[src/rtl/iiitb_jc_pkg.sv]
// Shared types and constants for the Johnson-code receive checker.
// Reverse stepping is enabled with JC_DEC_REVERSE_EN.
package iiitb_jc_pkg;

  typedef logic [0:0] state_t;

  localparam state_t SEARCH = 1'b0;
  localparam state_t LOCKED = 1'b1;

  localparam int W_DEF      = 8;
  localparam int LOCK_N_DEF = 4;
  localparam int CNT_W_DEF  = 8;
  localparam int GOOD_W     = 4;

  function automatic int ph_w(int w);
    return $clog2(2 * w);
  endfunction

endpackage

[src/rtl/iiitb_jc_phase_decode.sv]
// Combinational Johnson code word to phase index decoder.
// Flags any word that is not one of the 2W legal codes.
module iiitb_jc_phase_decode
  import iiitb_jc_pkg::*;
#(
  parameter int W = W_DEF,
  localparam int PH_W = ph_w(W)
) (
  input  logic [W-1:0]    code_in,
  output logic            legal,
  output logic [PH_W-1:0] phase
);

  logic [W-1:0] v;
  logic [W-1:0] mask;

  // Upper half codes are the bitwise complement of a lower half code
  always_comb begin
    legal = 1'b0;
    phase = '0;
    v     = code_in[W-1] ? ~code_in : code_in;
    mask  = '0;
    for (int k = 0; k < W; k++) begin
      if (v == mask) begin
        legal = 1'b1;
        phase = code_in[W-1] ? PH_W'(W + k) : PH_W'(k);
      end
      mask = {mask[W-2:0], 1'b1};
    end
  end

endmodule

[src/rtl/iiitb_jc_decoder.sv]
// Johnson code receiver: decode, successor check, lock FSM.
// Define JC_DEC_REVERSE_EN to accept reverse stepping.
module iiitb_jc_decoder
  import iiitb_jc_pkg::*;
#(
  parameter int W      = W_DEF,
  parameter int LOCK_N = LOCK_N_DEF,
  parameter int CNT_W  = CNT_W_DEF,
  localparam int PH_W  = ph_w(W)
) (
  input  logic             clk,
  input  logic             reset,
  input  logic             code_valid,
  input  logic [W-1:0]     code_in,
  output logic [PH_W-1:0]  phase,
  output logic             phase_valid,
  output logic             code_illegal,
  output logic             step_err,
  output logic             wrap,
  output logic             locked,
  output logic             dir,
  output logic [CNT_W-1:0] err_cnt
);

  localparam logic [PH_W-1:0]   PH_MAX = PH_W'(2 * W - 1);
  localparam logic [GOOD_W-1:0] LOCK_G = GOOD_W'(LOCK_N);

  state_t              state;
  logic                prev_valid;
  logic [GOOD_W-1:0]   good_cnt;
  logic                legal;
  logic [PH_W-1:0]     dph;
  logic [PH_W-1:0]     nxt;
  logic [GOOD_W-1:0]   good_inc;
  logic [GOOD_W-1:0]   good_fwd;
  logic [CNT_W-1:0]    err_inc;
  logic                chk;
  logic                is_ill;
  logic                is_first;
  logic                is_hold;
  logic                is_fwd;
  logic                is_rev;
  logic                is_bad;

  iiitb_jc_phase_decode #(.W(W)) u_dec (
    .code_in (code_in),
    .legal   (legal),
    .phase   (dph)
  );

  assign nxt      = (phase == PH_MAX) ? '0 : phase + 1'b1;
  assign good_inc = (good_cnt == LOCK_G) ? good_cnt : good_cnt + 1'b1;
  assign err_inc  = (err_cnt == '1) ? err_cnt : err_cnt + 1'b1;

  assign chk      = code_valid & legal & prev_valid;
  assign is_ill   = code_valid & ~legal;
  assign is_first = code_valid & legal & ~prev_valid;
  assign is_hold  = chk & (dph == phase);
  assign is_fwd   = chk & ~is_hold & (dph == nxt);
  assign is_bad   = chk & ~is_hold & ~is_fwd & ~is_rev;

`ifdef JC_DEC_REVERSE_EN
  logic [PH_W-1:0]   prv;
  logic [GOOD_W-1:0] good_rev;
  logic              dir_q;

  assign prv      = (phase == '0) ? PH_MAX : phase - 1'b1;
  assign is_rev   = chk & ~is_hold & ~is_fwd & (dph == prv);
  // A direction change restarts the run of good steps at one
  assign good_fwd = dir_q ? GOOD_W'(1) : good_inc;
  assign good_rev = dir_q ? good_inc : GOOD_W'(1);
  assign dir      = dir_q;
`else
  assign is_rev   = 1'b0;
  assign good_fwd = good_inc;
  assign dir      = 1'b0;
`endif

  assign locked = (state == LOCKED);

  always_ff @(posedge clk or negedge reset) begin
    if (!reset) begin
      state        <= SEARCH;
      prev_valid   <= 1'b0;
      good_cnt     <= '0;
      phase        <= '0;
      phase_valid  <= 1'b0;
      code_illegal <= 1'b0;
      step_err     <= 1'b0;
      wrap         <= 1'b0;
      err_cnt      <= '0;
`ifdef JC_DEC_REVERSE_EN
      dir_q        <= 1'b0;
`endif
    end else begin
      phase_valid  <= 1'b0;
      code_illegal <= 1'b0;
      step_err     <= 1'b0;
      wrap         <= 1'b0;
      unique case (1'b1)
        is_ill: begin
          code_illegal <= 1'b1;
          err_cnt      <= err_inc;
          prev_valid   <= 1'b0;
          good_cnt     <= '0;
          state        <= SEARCH;
        end
        is_first: begin
          phase       <= dph;
          phase_valid <= 1'b1;
          prev_valid  <= 1'b1;
        end
        is_hold: begin
          phase_valid <= 1'b1;
        end
        is_fwd: begin
          phase       <= dph;
          phase_valid <= 1'b1;
          good_cnt    <= good_fwd;
          wrap        <= (phase == PH_MAX);
          if (good_fwd == LOCK_G) state <= LOCKED;
`ifdef JC_DEC_REVERSE_EN
          dir_q       <= 1'b0;
`endif
        end
`ifdef JC_DEC_REVERSE_EN
        is_rev: begin
          phase       <= dph;
          phase_valid <= 1'b1;
          good_cnt    <= good_rev;
          wrap        <= (phase == '0);
          dir_q       <= 1'b1;
          if (good_rev == LOCK_G) state <= LOCKED;
        end
`endif
        is_bad: begin
          phase       <= dph;
          phase_valid <= 1'b1;
          step_err    <= 1'b1;
          err_cnt     <= err_inc;
          good_cnt    <= '0;
          state       <= SEARCH;
        end
        default: ;
      endcase
    end
  end

endmodule
[config.mk]
export PLATFORM = sky130hd
export DESIGN_NAME = iiitb_jc_decoder
export DESIGN_NICKNAME = d
export VERILOG_FILES = /design/src/rtl/iiitb_jc_pkg.sv /design/src/rtl/iiitb_jc_phase_decode.sv /design/src/rtl/iiitb_jc_decoder.sv
export SDC_FILE = /design/constraint.sdc
export NUM_CORES = 1
export LEC_CHECK = 0
export CORE_MARGIN = 2
export CORE_UTILIZATION = 45
export DETAILED_ROUTE_END_ITERATION = 6
export PLACE_DENSITY = 0.69
export RECOVER_POWER = 100
export SLEW_MARGIN = 20
export SYNTH_ARGS = -nofsm -noshare
export SYNTH_HDL_FRONTEND = slang
export SYNTH_HIERARCHICAL = 1
export SYNTH_SLANG_ARGS = --single-unit
[constraint.sdc]
create_clock -name clk -period 3.6 [get_ports clk]
set_input_delay 0.72 -clock clk [delete_from_list [all_inputs] [get_ports clk]]
set_output_delay 0.72 -clock clk [all_outputs]
set_load 0.02 [all_outputs]
### Word level (Yosys, flattened, before mapping)

Index checks and enable logic that the tools add are counted.

| word-level totals | value |
|---|---|
| input bits | 11 |
| register bits | 22 |
| logic and storage cells | 83 |
| output and inout port bits | 18 |

| operators by class | value |
|---|---|
| bitwise gates (word level) | 14 |
| reductions and logical operators | 8 |
| add/sub/neg operators | 3 |
| equality and inequality tests | 14 |
| multiplexer cells | 35 |

Operator list:

| cell | count |
|---|---|
| 4-bit 2-to-1 mux | 18 |
| 1-bit 2-to-1 mux | 13 |
| 4-bit by 1-bit adder with 4-bit output (second input constant) | 2 |
| 8-bit by 1-bit adder with 8-bit output (second input constant) | 1 |
| 1-bit bitwise AND | 8 |
| 4-bit by 3-bit == test with 1-bit output (second input constant) | 2 |
| 4-bit == test | 2 |
| 8-bit by 1-bit == test with 1-bit output (second input constant) | 1 |
| 8-bit by 2-bit == test with 1-bit output (second input constant) | 1 |
| 8-bit by 3-bit == test with 1-bit output (second input constant) | 1 |
| 8-bit by 4-bit == test with 1-bit output (second input constant) | 1 |
| 8-bit by 5-bit == test with 1-bit output (second input constant) | 1 |
| 8-bit by 6-bit == test with 1-bit output (second input constant) | 1 |
| 8-bit by 7-bit == test with 1-bit output (second input constant) | 1 |
| 8-bit == test (second input constant) | 1 |
| 8-bit logical NOT | 1 |
| 8-bit 2-to-1 mux | 1 |
| 8-bit inverter | 1 |
| 4-bit case mux with 2 select lines | 1 |
| 1-bit inverter | 5 |
| 4-bit == test (second input constant) | 1 |
| 1-bit case mux with 2 select lines | 2 |
| 2-bit AND reduction | 2 |
| 2-bit nonzero test | 2 |
| other kinds (4) | 4 |

### Longest topological paths before layout

Gate-level depths: netlist of the first run.

| logic depth | value |
|---|---|
| depth after elaboration | 22 |
| mapped depth | 11 |
| gate-level depth less buffers | 10 |

### Hierarchy

The synthesis of the first run kept the hierarchy.

By module, submodules not included:

| module | cells an instance | seq. area each (um^2) | instances | area each (um^2) |
|---|---|---|---|---|
| iiitb_jc_decoder | 120 | 550.5 | 1 | 1189.9 |
| iiitb_jc_phase_decode | 41 | 0.0 | 1 | 261.5 |

### Least setup slack after synthesis of the first run

No wires, ideal clock.

| timing | value |
|---|---|
| kind | input to register |
| start | in code_in[2] |
| end | reg err_cnt[1] |
| stages on the path | 10 |
| setup time | 128 ps |
| data required time | 3472 ps |
| data arrival time | 3038 ps |
| buffers on the path | 2 |
| setup slack | 435 ps |
| path through | clkbuf_1 -> or2_2 -> o22ai_2 -> and3_2 -> o21bai_1 -> nor2b_1 -> clkbuf_1 -> or4_1 -> o21ai_2 -> mux2_1 |

| on the way | value |
|---|---|
| elaborated cells between the ends (all ways) | 40 |
| those cells by class | 9 x eq/ne; 17 x mux; 11 x bitwise; 3 x reduce/logical |

RTL lines:

| element | RTL line | source |
|---|---|---|
| start: declaration | iiitb_jc_decoder.sv:14 | `input logic [W-1:0] code_in,` |
| 8-bit inverter | iiitb_jc_phase_decode.sv:21 | `v = code_in[W-1] ? ~code_in : code_in;` |
| 8-bit 2-to-1 mux (*) | iiitb_jc_phase_decode.sv:21 |  |
| 8-bit logical NOT | iiitb_jc_phase_decode.sv:24 | `if (v == mask) begin` |
| 4-bit 2-to-1 mux (7 in a row) | iiitb_jc_phase_decode.sv:24 |  |
| 4-bit 2-to-1 mux (*) | iiitb_jc_phase_decode.sv:24 |  |
| named net dph[2] | iiitb_jc_decoder.sv:32 | `logic [PH_W-1:0] dph;` |
| 4-bit == test | iiitb_jc_decoder.sv:58 | `assign is_hold = chk & (dph == phase);` |
| 1-bit bitwise AND | iiitb_jc_decoder.sv:58 |  |
| 1-bit inverter | iiitb_jc_decoder.sv:59, iiitb_jc_decoder.sv:60 |  |
| 1-bit bitwise AND | iiitb_jc_decoder.sv:59, iiitb_jc_decoder.sv:60 |  |
| 1-bit bitwise AND | iiitb_jc_decoder.sv:59 | `assign is_fwd = chk & ~is_hold & (dph == nxt);` |
| 1-bit inverter | iiitb_jc_decoder.sv:60 | `assign is_bad = chk & ~is_hold & ~is_fwd & ~is_rev;` |
| 1-bit bitwise AND (*) | iiitb_jc_decoder.sv:60 |  |
| 2-bit OR reduction (no source line) (*) | n/a |  |
| 2-bit AND reduction (no source line) (*) | n/a |  |
| end signal: assignment | iiitb_jc_decoder.sv:103 | `err_cnt <= err_inc;` |
| end signal: assignment | iiitb_jc_decoder.sv:140 | `err_cnt <= err_inc;` |
| end: declaration | iiitb_jc_decoder.sv:22 | `output logic [CNT_W-1:0] err_cnt` |

Mark *: on every way through the listed nets, which the timed path passes. The rest lies on a longest branch.
A chain may end at the register's enable or synchronous reset.

### Worst setup path in the final report of the first run

| timing | value |
|---|---|
| start | in code_in[7] |
| end | reg err_cnt[5] |

The elaborated chain is that of the path after synthesis.

==> implementation parameters, run 1 <==
Parameter                              Value

Critical path
  Critical path startpoint category    input port
  Setup slack, reg-to-reg    1.35 ns
  Class of the most critical setup path    in2reg
  Critical path peak fanout    4
  Nature of the critical path endpoint    register
  Launching point of the worst reg2reg path    phase[0]$_DFFE_PN0P_
  Data arrival time of the critical path    3.63 ns
  CP Data Required Time    between 3 and 4 ns
  R2R Path End    err_cnt[5]$_DFFE_PN0P_
  Worst R2R Path Depth    8

Yosys
  YS warnings    6
  Count of different cell masters after synthesis    46
  Dominant register cell in the synthesized netlist    dfrtp_1
  Number of flip-flops and latches in the synthesized netlist    22
  Cells after Synth    161
  Per-instance average area after synthesis    approximately 9 um2
  Syn nets    roughly 180
  Number of enable-type register cells in the synthesized netlist    0
  Sequential-to-total area share from yosys stat    37.93%
  Async SR Flop Fraction    100.0%
  Cell Area, Synth    0.001451 mm2

Placed design
  Half-perimeter wire length after placement    ~2400 um
  Placer congestion estimate    roughly 0.85
  IO Port Bufs    27

Routing
  DRC    0
  First DRT Iteration DRCs    38
  Total via count after detailed routing    1,282
  Wire length reported by the detailed router    3164 um
  Detailed-routing iteration count for the pre-antenna-repair pass    4
  Routed via count divided by cell count    5.298
  Routed WL per cell    13.07 um
  Final ANT Viol Nets    0

Worst hold path
  Hold path startpoint    err_cnt[7]$_DFFE_PN0P_
  Worst Hold Class    reg2reg
  Worst hold path endpoint    err_cnt[7]$_DFFE_PN0P_
  Cell depth of the worst hold path    1

STA
  Clock period minus worst slack    3.435 ns
  Slew Limit Fails    0
  Final Setup Violations    0
  Max Clock Freq    291.1 MHz
  Setup TNS    0 ns
  Worst clock skew    0.004241 ns
  Unrepaired setup endpoints after global routing    false
  Worst Tran Pin Value    approximately 1.2 ns
  Max-slew headroom at the worst pin    23.19%
  Number of hold violations in the final report    0
  Final worst path period share    95.41%

Status
  Status    finished clean

CTS
  Hold buffers post-CTS    0
  Buffer count from post-CTS setup fixing    0
  TritonCTS Buffers    3
  PostCTS Resize Cnt    0
  Clock tree from TritonCTS    done
  Clock H-tree levels    1
  Clock transition time at the flip-flop clock pins of the worst setup and hold paths    0.12 ns
  Root Driver    clkbuf_4
  Clock sink count    22
  Max Root-Sink Buffers    2
  Insertion delay of the later-clocked pin in the worst-skew pair    around 0.31 ns

Die
  Die boundary height    just over 60 um
  Starting utilization of the core area    47.54%
  Total number of placement rows    20
  Core region area    0.003053 mm2
  Top Ports    29
  Floorplan die area    0.003695 mm2
  Die boundary width    about 61 um

Finish
  Count of antenna diodes in the layout    0
  Area growth from synthesis to final layout    27.84%
  Commonest cells after routing, fill and taps aside    22 x dfrtp_1, 17 x dlygate4sd3_1, 16 x nand2_1
  Share of final-layout standard cells stronger than drive strength 1    about an eighth
  Commonest non-fill, non-tap cell in the layout    dfrtp_1
  NumNets Final    214

Pwr
  Switching power    ~290 uW
  Reg power frac    between 40% and 50%
  Peak supply drop    about 0.4 mV
  Fraction of power spent switching nets    34.71%
  Pwr per Cell Area    around 450 mW/mm2
  Internal Power    ~540 uW
  Gate power share    35.4%
  Leak Pwr    about 0.85 nW
  Total power    826.1 uW
  Clock power frac    between 20 and 25%

Flow run
  MaxCap Viol Count    0

Global route
  Aggregate global routing overflow    0
  Total routing resource utilization after global routing    19.45%
  Pin count of the biggest net entering global routing    23
  Vias in the first global route    between 1,000 and 1,500
  Initial antenna violation count    0
  First-pass GRT wire length    5444 um
==> metrics by stage <==
stage,util [%],cells,area [um2],setup WS [ns],hold slack (ns)
floorplan,-,161,1451,0.4345,0.4244
global placement,60.00,238,1832,0.03984,0.4905
detailed placement,60.00,238,1832,0.009061,0.5124
CTS,61.72,242,1884,0.3063,0.5349
global route,60.78,242,1856,0.01862,0.5600
finish,60.78,242,1856,0.1652,0.5279
==> cells in the mapped netlist, types with 2 or more instances <==
master / n / share of area (%)
ha_1: 4 / 3.4
o211ai_1: 2 / 1.0
nand2b_1: 3 / 1.3
a21oi_1: 8 / 2.8
a2bb2oi_1: 2 / 1.2
nand2_1: 16 / 4.1
xnor2_1: 6 / 3.6
nor4_1: 2 / 0.86
nor3_1: 10 / 3.4
nor2b_1: 7 / 3.0
nor2_1: 7 / 1.8
a21o_1: 2 / 1.0
or2_2: 3 / 1.3
a31oi_1: 2 / 0.86
inv_1: 8 / 2.1
dfrtp_1: 22 / 38
xor2_1: 10 / 6.0
mux2_2: 4 / 3.1
o21ai_0: 7 / 2.4
o21ai_1: 2 / 0.69
clkbuf_1: 2 / 0.52
nand3_1: 8 / 2.8
==> registers in the layout (all words and copies together), names as in the netlist <==
name / count
err_cnt: 8
good_cnt: 4
phase: 4
code_illegal: 1
locked: 1
phase_valid: 1
prev_valid: 1
step_err: 1
wrap: 1
==> cell families after synthesis <==
family / share of synthesized area, %
other cells: 0.2584
compound gates: 15.86
simple gates: 24.83
mux: 4.569
fa+ha+maj: 3.448
xor+xnor: 9.655
flops: 37.93
buf+inv: 3.448
==> worst max path at each step <==
stage                    start                       to  slack, ns  cells past startpoint
global placement    code_in[7]   err_cnt[3]$_DFFE_PN0P_       0.04                     11
CTS                 code_in[7]   err_cnt[1]$_DFFE_PN0P_       0.31                      9
global route        code_in[5]  good_cnt[0]$_DFFE_PN0P_       0.02                     12
detailed placement  code_in[7]   err_cnt[5]$_DFFE_PN0P_      0.009                     11
finish              code_in[7]   err_cnt[5]$_DFFE_PN0P_       0.17                     11
floorplan           code_in[2]   err_cnt[1]$_DFFE_PN0P_       0.43                     10
==> power by group through the flow <==
stage               clock, mW  sequential, mW  combinational [mW]
floorplan                   0           0.399               0.113
global placement            0           0.350               0.307
detailed placement          0           0.351               0.312
CTS                     0.195           0.348               0.316
global route            0.205           0.353               0.319
finish                  0.187           0.346               0.293
==> metal layers <==
layer	share of wire, %	routed length [um]	global-route usage (%)
met1	48	1509	25.64
met2	48	1517	33.18
met5	0	0	0
met4	0.82	26	5.590
met3	3.5	110	2.985
==> critical path, stage by stage <==
cell	delay, ns
clkdlybuf4s50_1	0.47
or3b_4	0.39
o22ai_1	0.22
and3_2	0.27
xor2_1	0.23
xnor2_1	0.17
or4_1	0.56
o21ai_1	0.25
buf_4	0.17
nor3_1	0.05
xor2_1	0.14
==> cell type report <==
type                    instances  area, um2
clock inverters                 1      30.03
well taps                      44      55.05
repair buffers                 37      335.3
flip-flops and latches         22      550.5
multi-input cells             127      832.0
inverters                       8      30.03
clock buffers                   3      22.52
fillers                       299       1197
(Power assumes the default switching activity.)
==> inputs of run 2 (changes only) <==
ABC_AREA = 1   (was not set)
PLACE_DENSITY = 0.68   (was 0.69)
==> run 2 against run 1 <==
Synthesized cell count is 43% higher. First-iteration DRC count is 34% higher. Worst setup slack better by 0.29 ns. Critical endpoint unchanged. Clock-buffer cell count is 1 higher. Register-to-register slack better by 0.46 ns.
==> implementation parameters, run 2 <==
Parameter                              Value

CTS
  Root Driver    clkbuf_8
  Hold buffers post-CTS    0
  PostCTS Resize Cnt    0
  Clock tree from TritonCTS    done
  TritonCTS Buffers    3
  Buffer count from post-CTS setup fixing    0
  Clock sink count    22
  Max Root-Sink Buffers    2
  Clock H-tree levels    1
  Clock transition time at the flip-flop clock pins of the worst setup and hold paths    0.08 ns
  Insertion delay of the later-clocked pin in the worst-skew pair    about 0.26 ns

Yosys
  YS warnings    6
  Per-instance average area after synthesis    roughly 7.3 um2
  Number of enable-type register cells in the synthesized netlist    0
  Leading post-synthesis cells by cell area    dfrtp_1 33%, nand2_1 17%, inv_1 7.2%, nand3_1 4.8%, nand2_2 4.1%
  Cells after Synth    230
  Count of different cell masters after synthesis    28
  Top cells by count, synth    75 x nand2_1, 32 x inv_1, 22 x dfrtp_1, 16 x nand3_1
  Largest area contributor in the synthesized netlist    dfrtp_1
  Async SR Flop Fraction    100.0%
  Most frequent cell after synthesis    nand2_1
  Syn nets    245
  Top cell type's share of synthesized area    33.01%
  Sequential-to-total area share from yosys stat    33.01%
  Cell Area, Synth    0.001668 mm2
  Number of flip-flops and latches in the synthesized netlist    22
  Dominant register cell in the synthesized netlist    dfrtp_1

Pwr
  Reg power frac    ~43%
  Fraction of power spent switching nets    34.67%
  Leak Pwr    1.039 nW
  Peak supply drop    0.1712 mV
  Total power    736.5 uW
  Clock power frac    around a quarter
  Pwr per Cell Area    367.9 mW/mm2
  Gate power share    33.3%
  Switching power    255.4 uW
  Internal Power    just under 500 uW

Finish
  Area growth from synthesis to final layout    20.03%
  Flip-flop count of the largest register after layout    8
  Commonest cells after routing, fill and taps aside    76 x nand2_1, 32 x inv_1, 22 x dfrtp_1
  Count of antenna diodes in the layout    0
  Register ranked first by flip-flop count    err_cnt
  NumNets Final    274
  Top flop regs    err_cnt x8, good_cnt x4, phase x4
  Share of final-layout standard cells stronger than drive strength 1    approximately an eighth
  Final instance area    0.002002 mm2
  Post-route non-filler standard cell count    between 300 and 400
  Commonest non-fill, non-tap cell in the layout    nand2_1

Placed design
  Half-perimeter wire length after placement    2406 um
  Cell total after placement    302
  Placement Cell Area    ~0.0020 mm2
  Placer congestion estimate    0.7949
  IO Port Bufs    27
  Setup Slack @ Placement    about 0.28 ns

Die
  Top Ports    29
  Starting utilization of the core area    46.25%
  Total number of placement rows    22
  Die boundary height    64.88 um
  Die boundary width    64.88 um
  Floorplan die area    ~0.0042 mm2
  Core region area    0.003606 mm2

Routing
  Total via count after detailed routing    1,436
  Routed via count divided by cell count    4.693
  DRC    0
  Detailed-routing iteration count for the pre-antenna-repair pass    4
  Final ANT Viol Nets    0
  First DRT Iteration DRCs    51
  Routed WL per cell    approximately 10 um
  Wire length reported by the detailed router    between 3000 and 4000 um

STA
  Clock period minus worst slack    3.147 ns
  Worst Tran Pin Value    1.146 ns
  Max Clock Freq    317.8 MHz
  Slew Limit Fails    0
  Worst clock skew    between 0.003 and 0.004 ns
  Number of hold violations in the final report    0
  Setup TNS    0 ns
  Unrepaired setup endpoints after global routing    false
  Setup slack of the critical path after layout    0.4531 ns
  Final Setup Violations    0
  Final worst path period share    87.41%
  Max-slew headroom at the worst pin    between 20% and 30%

Worst hold path
  Hold path startpoint    locked$_DFFE_PN0P_
  Cell depth of the worst hold path    2
  Worst Hold Class    reg2reg
  Worst hold path endpoint    locked$_DFFE_PN0P_

Global route
  Vias in the first global route    1,326
  Pin count of the biggest net entering global routing    23
  Total routing resource utilization after global routing    roughly 16%
  First-pass GRT wire length    5561 um
  Aggregate global routing overflow    0
  Initial antenna violation count    0

Critical path
  Data arrival time of the critical path    ~3.3 ns
  Launching point of the worst reg2reg path    phase[0]$_DFFE_PN0P_
  R2R Path End    err_cnt[5]$_DFFE_PN0P_
  Class of the most critical setup path    in2reg
  Nature of the critical path endpoint    register
  Critical path peak fanout    8
  Worst R2R Path Depth    10
  Setup slack, reg-to-reg    1.81 ns
  Critical path startpoint category    input port
  CP Data Required Time    ~3.8 ns

Status
  Status    finished clean

Flow run
  MaxCap Viol Count    0
-- run 2: cell types whose count changed after synthesis, sizes merged, moves of 4 or more --
cell	delta
nand2	+70
nor3	-9
nor2	+7
nand4	+11
nor4	-4
inv	+27
mux2	-5
nor2b	-7
xor2	-4
nand3	+12
-- run 2: cell type report --
type	instances	area, um2
inverters	35	131.4
clock buffers	4	55.05
repair buffers	29	279.0
flip-flops and latches	22	550.5
well taps	48	60.06
fillers	346	1604
multi-input cells	168	925.9
-- run 2: power groups by stage --
stage	Sequential (mW)	Clock [mW]	Combinational [mW]
CTS	0.318	0.183	0.258
floorplan	0.351	0	0.132
global placement	0.323	0	0.258
finish	0.317	0.175	0.245
global route	0.325	0.192	0.278
detailed placement	0.323	0	0.257
-- run 2: worst max-delay path by stage --
stage                     from                      to  slack, ns  cells past startpoint
floorplan           code_in[7]  err_cnt[2]$_DFFE_PN0P_       1.26                     17
global placement    code_in[7]  err_cnt[0]$_DFFE_PN0P_       0.34                     19
detailed placement  code_in[7]  err_cnt[5]$_DFFE_PN0P_       0.28                     19
CTS                 code_in[7]  err_cnt[5]$_DFFE_PN0P_       0.55                     19
global route        code_in[7]  err_cnt[4]$_DFFE_PN0P_       0.15                     19
finish              code_in[7]  err_cnt[5]$_DFFE_PN0P_       0.45                     19
-- run 2: kinds of logic after synthesis --
family	after synthesis	synth area share, %
AOI/OAI and AO/OA	17	6.827
xor gates and xnor gates	12	6.752
adders and majority gates	4	3.001
buffers and inverters	40	11.03
DFF	22	33.01
other	1	0.2248
and+or+nand+nor	134	39.16
-- run 2: worst max-delay path, cell delays in order --
cell           delay, ns
dlygate4sd3_1       0.73
buf_4               0.23
nand2_2             0.05
nand2_1             0.10
nand2_2             0.07
nor2_4              0.11
nand3_2             0.08
nand3_1             0.13
nand2_1             0.06
inv_1               0.09
inv_1               0.07
nand2_1             0.05
nand2_1             0.05
nand2_2             0.08
nor2_4              0.05
o21ai_4             0.23
nand3_2             0.22
nand2_1             0.11
nand2_1             0.05
-- run 2: per-layer routing --
layer	vias up	part of all wire, %	track usage, %
li1	774	-	-
met2	24	46	27.71
met5	-	0	0
met4	0	1.3	4.787
met3	4	3.1	2.604
met1	634	50	21.66
-- run 2: metrics by stage --
step | hold slack (ns) | utilization [%]
after CTS | 0.5227 | 55.90
after global routing | 0.5537 | 55.52
after global placement | 0.5074 | 54.37
after floorplan | 0.4244 | -
final | 0.5138 | 55.52
after detailed placement | 0.5106 | 54.37
